[src/rtl/mem_master.sv]
// Load/store initiator: one request at a time, sign/zero-extended loads, RMW for sub-word stores.
// Optional alignment check enabled by defining MEM_MASTER_ALIGN_CHECK_EN.
module mem_master #(
  parameter int ADDR_WIDTH = 32,
  parameter int DATA_WIDTH = 32
) (
  input  logic                  sys_clk,
  input  logic                  sys_rst,
  input  logic                  req_valid,
  output logic                  req_ready,
  input  logic                  req_we,
  input  logic [1:0]            req_size,
  input  logic                  req_unsigned,
  input  logic [ADDR_WIDTH-1:0] req_addr,
  input  logic [DATA_WIDTH-1:0] req_wdata,
  output logic                  resp_valid,
  input  logic                  resp_ready,
  output logic [DATA_WIDTH-1:0] resp_rdata,
  output logic                  resp_err,
  output logic                  mem_op,
  output logic                  mem_rw,
  output logic [ADDR_WIDTH-1:0] mem_addr,
  output logic [DATA_WIDTH-1:0] mem_data_w,
  input  logic [DATA_WIDTH-1:0] mem_data_r
);

  typedef enum logic [1:0] {IDLE, RD, WR, RSP} state_t;

  state_t                state, state_nx;
  logic                  we_q, uns_q, bad;
  logic [1:0]            size_q;
  logic [DATA_WIDTH-1:0] wdata_q, ld_ext, st_merge;

  assign req_ready  = (state == IDLE);
  assign resp_valid = (state == RSP);

`ifdef MEM_MASTER_ALIGN_CHECK_EN
  assign bad = (req_size == 2'd3) ||
               (req_size == 2'd1 && req_addr[0]) ||
               (req_size == 2'd2 && req_addr[1:0] != 2'd0);
`else
  assign bad = (req_size == 2'd3);
`endif

  always_ff @(posedge sys_clk or negedge sys_rst) begin
    if (!sys_rst) state <= IDLE;
    else          state <= state_nx;
  end

  always_comb begin
    state_nx = state;
    case (state)
      IDLE: if (req_valid) begin
        if (bad)                            state_nx = RSP;
        else if (!req_we || req_size != 2'd2) state_nx = RD;
        else                                state_nx = WR;
      end
      RD:      state_nx = we_q ? WR : RSP;
      WR:      state_nx = RSP;
      RSP:     if (resp_ready) state_nx = IDLE;
      default: state_nx = IDLE;
    endcase
  end

  // Load extension and sub-word merge both work on the word read during RD.
  always_comb begin
    ld_ext   = mem_data_r;
    st_merge = wdata_q;
    case (size_q)
      2'd0: begin
        ld_ext   = {{(DATA_WIDTH-8){~uns_q & mem_data_r[7]}}, mem_data_r[7:0]};
        st_merge = {mem_data_r[DATA_WIDTH-1:8], wdata_q[7:0]};
      end
      2'd1: begin
        ld_ext   = {{(DATA_WIDTH-16){~uns_q & mem_data_r[15]}}, mem_data_r[15:0]};
        st_merge = {mem_data_r[DATA_WIDTH-1:16], wdata_q[15:0]};
      end
      default: ;
    endcase
  end

  always_ff @(posedge sys_clk or negedge sys_rst) begin
    if (!sys_rst) begin
      mem_op     <= 1'b0;
      mem_rw     <= 1'b0;
      mem_addr   <= '0;
      mem_data_w <= '0;
      resp_rdata <= '0;
      resp_err   <= 1'b0;
      we_q       <= 1'b0;
      uns_q      <= 1'b0;
      size_q     <= 2'd0;
      wdata_q    <= '0;
    end else begin
      mem_op <= (state_nx == RD) || (state_nx == WR);
      mem_rw <= (state_nx == WR);
      case (state)
        IDLE: if (req_valid) begin
          we_q       <= req_we;
          uns_q      <= req_unsigned;
          size_q     <= req_size;
          wdata_q    <= req_wdata;
          mem_addr   <= req_addr;
          mem_data_w <= req_wdata;
          resp_rdata <= '0;
          resp_err   <= bad;
        end
        RD: begin
          if (we_q) mem_data_w <= st_merge;
          else      resp_rdata <= ld_ext;
        end
        default: ;
      endcase
    end
  end

endmodule
[config.mk]
export PLATFORM = sky130hd
export DESIGN_NAME = mem_master
export DESIGN_NICKNAME = d
export VERILOG_FILES = /design/src/rtl/mem_master.sv
export SDC_FILE = /design/constraint.sdc
export NUM_CORES = 1
export LEC_CHECK = 0
export ABC_CLOCK_PERIOD_IN_PS = 2160
export CAP_MARGIN = 30
export CORE_AREA = 2 2 130 163
export CTS_CLUSTER_DIAMETER = 100
export DETAILED_ROUTE_END_ITERATION = 10
export DIE_AREA = 0 0 132 165
export HOLD_SLACK_MARGIN = 0.02
export PLACE_DENSITY = 0.54
export SYNTH_ARGS = -nofsm -noshare
export SYNTH_HDL_FRONTEND = slang
export SYNTH_SLANG_ARGS = --single-unit
[constraint.sdc]
create_clock -name sys_clk -period 2.16 [get_ports sys_clk]
set_clock_uncertainty 0.2 [all_clocks]
set_input_delay 0.54 -clock sys_clk [delete_from_list [all_inputs] [get_ports sys_clk]]
set_output_delay 0.54 -clock sys_clk [all_outputs]
set_load 0.03 [all_outputs]
==> results.py <==
metrics = {
    "run_status": {
        "status": "finished clean",
    },
    "drt": {
        "drc_errors": 0,
        "wl_mm": 17.93,
        "viasPerCell": 4.764,
        "post_drt_wl_per_cell_um": 18.43,
        "drt_iter0_drc": 301,
        "drtPass1Iterations": 4,
        "antenna_left": 0,
        "dr_total_vias": 4635,
    },
    "logic_synthesis": {
        "ys_seq_area_frac": 0.5748,
        "synth_edf_count": 0,
        "synth_top_cell_area_share": 0.5748,
        "syn_area_per_cell_um2": 12.53,
        "synth_area_mm2": 0.005964,
        "ys_ff_latch": 137,
        "ys.flop_type": "dfrtp_1",
        "synthArstFlopShare": 1.000,
        "ys_types": 36,
        "synth_area_leaders": "dfrtp_1, mux2_2, o2bb2ai_1",
        "synth_common_cells": "dfrtp_1, mux2_2, o21ai_0",
        "post-synth-top-count-cell": "dfrtp_1",
        "synthCells": 476,
        "yosysWarnings": 0,
        "yosysTopAreaCell": "dfrtp_1",
        "synthesis.nets": 581,
    },
    "floorplan": {
        "die_h_um": 165,
        "rows": 58,
        "pin_count": 205,
        "start_util": 0.2967,
        "coreArea_mm2": 0.02010,
        "die_area_mm2": 0.02178,
        "die_w_um": 132,
    },
    "power_and_ir_drop": {
        "peakVddDrop_uv": 700.0,
        "leakage_nw": 4.009,
        "powerDensity_mw_per_mm2": 1578,
    },
    "clock_tree": {
        "clk_pin_slew_worst_paths_ps": 50,
        "insertion_delay_ps": 420,
        "cts_tree": "yes",
        "cts_buffers": 17,
        "cts_buffer_depth": 2,
        "cts_max_level": 4,
        "root_buffer": "clkbuf_16",
        "post_cts_buffers": 0,
        "cts.sinks": 137,
    },
    "placed_design": {
        "dp_cells": 939,
        "dpl.hpwl_mm": 12.99,
        "portBuffers": 204,
        "routabilityCongestion": 0.8480,
    },
    "grt": {
        "grt_pass1_wl_mm": 27.63,
        "grt_start_max_net_pins": 50,
        "grtUsageTotal": 0.1641,
        "grtUsageMet3": 0.04911,
        "grt.overflow.total": 0,
        "antenna_found_initial": 0,
        "grtUsageMet1": 0.1938,
        "gr-usage-met2": 0.2765,
        "gr-max-usage-layer": "met2",
        "grt_pass1_vias": 4940,
    },
    "sta": {
        "worst_pin_slew_ps": 585.9,
        "min_period_over_period": 0.9816,
        "maxSlewViolCount": 0,
        "fin_crit_ps": 2120,
        "setup_violations": 0,
        "fmax_mhz": 471.6,
        "hold_viol": 0,
        "slew_headroom": 0.6080,
        "tns_ps": 0,
    },
    "critical_path": {
        "arrival_ps": 1380,
        "crit_chain": "buf_12 -> and2_1 -> buf_4",
        "cp-start-kind": "flop",
        "regToRegSetupSlack_ps": 240,
        "path_class": "reg -> out",
        "cp.required_ps": 1420,
        "crit_path_top_delay_cell": "dfrtp_2",
        "critPathMaxStageDelay_ps": 460,
        "crit_fanout": 20,
        "end_kind": "output pin",
    },
    "layout": {
        "n_antenna_cell": 0,
        "final_util": 0.4514,
        "finalNonFillerCells": 973,
        "num-nets-final": 795,
        "area_growth_pct": 52.13,
        "drive_gt1_frac": 0.2119,
        "fillers": 1883,
    },
    "flow_run": {
        "drv_cap": 0,
    },
    "min_path": {
        "hold_path_class": "reg -> reg",
    },
}
[cells in the final DEF, fill, tap and decap left out, types with 6 or more instances in the layout]
master and instances:
nor2_1 25, a211oi_1 24, clkdlybuf4s50_1 102, buf_12 9, mux2_2 69, mux2i_1 8, o31ai_1 21, o21ai_0 40
a22o_1 8, bufinv_16 6, o21a_1 8, nor2b_1 32, buf_4 23, dlygate4sd2_1 99, o2bb2ai_1 24, clkbuf_16 18
a21oi_1 8, dfrtp_1 135
[cell families after synthesis]
group                    Yosys count  share of synthesized area
AO/OA/AOI/OAI                    142                     0.1691
flip-flops                       137                     0.5748
multiplexers                      78                     0.1460
AND/OR/NAND/NOR                   73                    0.06902
buffers and inverters             45                    0.03902
adder cells (fa/ha/maj)            1                   0.002097
[metal layers]
| metal | vias up | part of all wire |
|---|---|---|
| li1 | 2162 | - |
| met1 | 2294 | 0.41 |
| met2 | 155 | 0.50 |
| met3 | 24 | 0.066 |
| met4 | 0 | 0.024 |
| met5 | - | 0 |
[repair_timing]
action                     CTS  global route
hold buffers                 1             0
cloned                       0             1
hold endpoints to repair    20             0
gates resized for setup    105             4
setup endpoints to repair  101             2
[registers in the layout, indices dropped and copies added, names as in the netlist]
name and count:
mem_addr 32, mem_data_w 32, resp_rdata 32, wdata_q 32, size_q 2, state 2
mem_op 1, mem_rw 1, resp_err 1, uns_q 1, we_q 1
[power breakdown]
part | internal, mW | switching [mW]
combinational | 2.65 | 3.85
clock | 2.22 | 1.10
sequential | 3.78 | 0.721
[critical path: cells and delay by family, from the launching register on]
| kind | cells | cell delay [ps] |
|---|---|---|
| DFF | 1 | 460 |
| buffers and inverters | 2 | 350 |
| and+or+nand+nor | 1 | 150 |
[worst paths after layout]
kind | endpoint | start | cells after the start
max | resp_valid | state[1] | 3
min | resp_rdata[18] | resp_rdata[18] | 1
max reg2reg | mem_addr[6] | state[1] | 5
min reg2reg | resp_rdata[18] | resp_rdata[18] | 1
max in group asynchronous | mem_data_w[8] | sys_rst | 3
min in group asynchronous | mem_addr[22] | sys_rst | 2
[stage by stage]
step	hold slack, ps	cell area, um2	total power [mW]	setup WS (ps)
6_report	281.5	9074	14.32	39.78
5_1_grt	310.4	9074	15.14	-3.807
4_1_cts	286.1	9051	14.44	1.472
3_5_place_dp	218.1	8474	11.62	-212.4
3_3_place_gp	208.5	8474	11.51	-194.3
2_1_floorplan	44.41	5964	8.631	323.3
[final cells by class]
type,count,area [um2],area share
Sequential cell,137,3431,0.3781
Timing Repair Buffer,237,2292,0.2526
Clock inverter,12,220.2,0.02427
Tap cell,270,337.8,0.03723
Inverter,3,11.26,0.001241
Clock buffer,20,456.7,0.05033
Multi-Input combinational cell,294,2325,0.2562
Note: power is estimated with default switching activity, not from simulation.
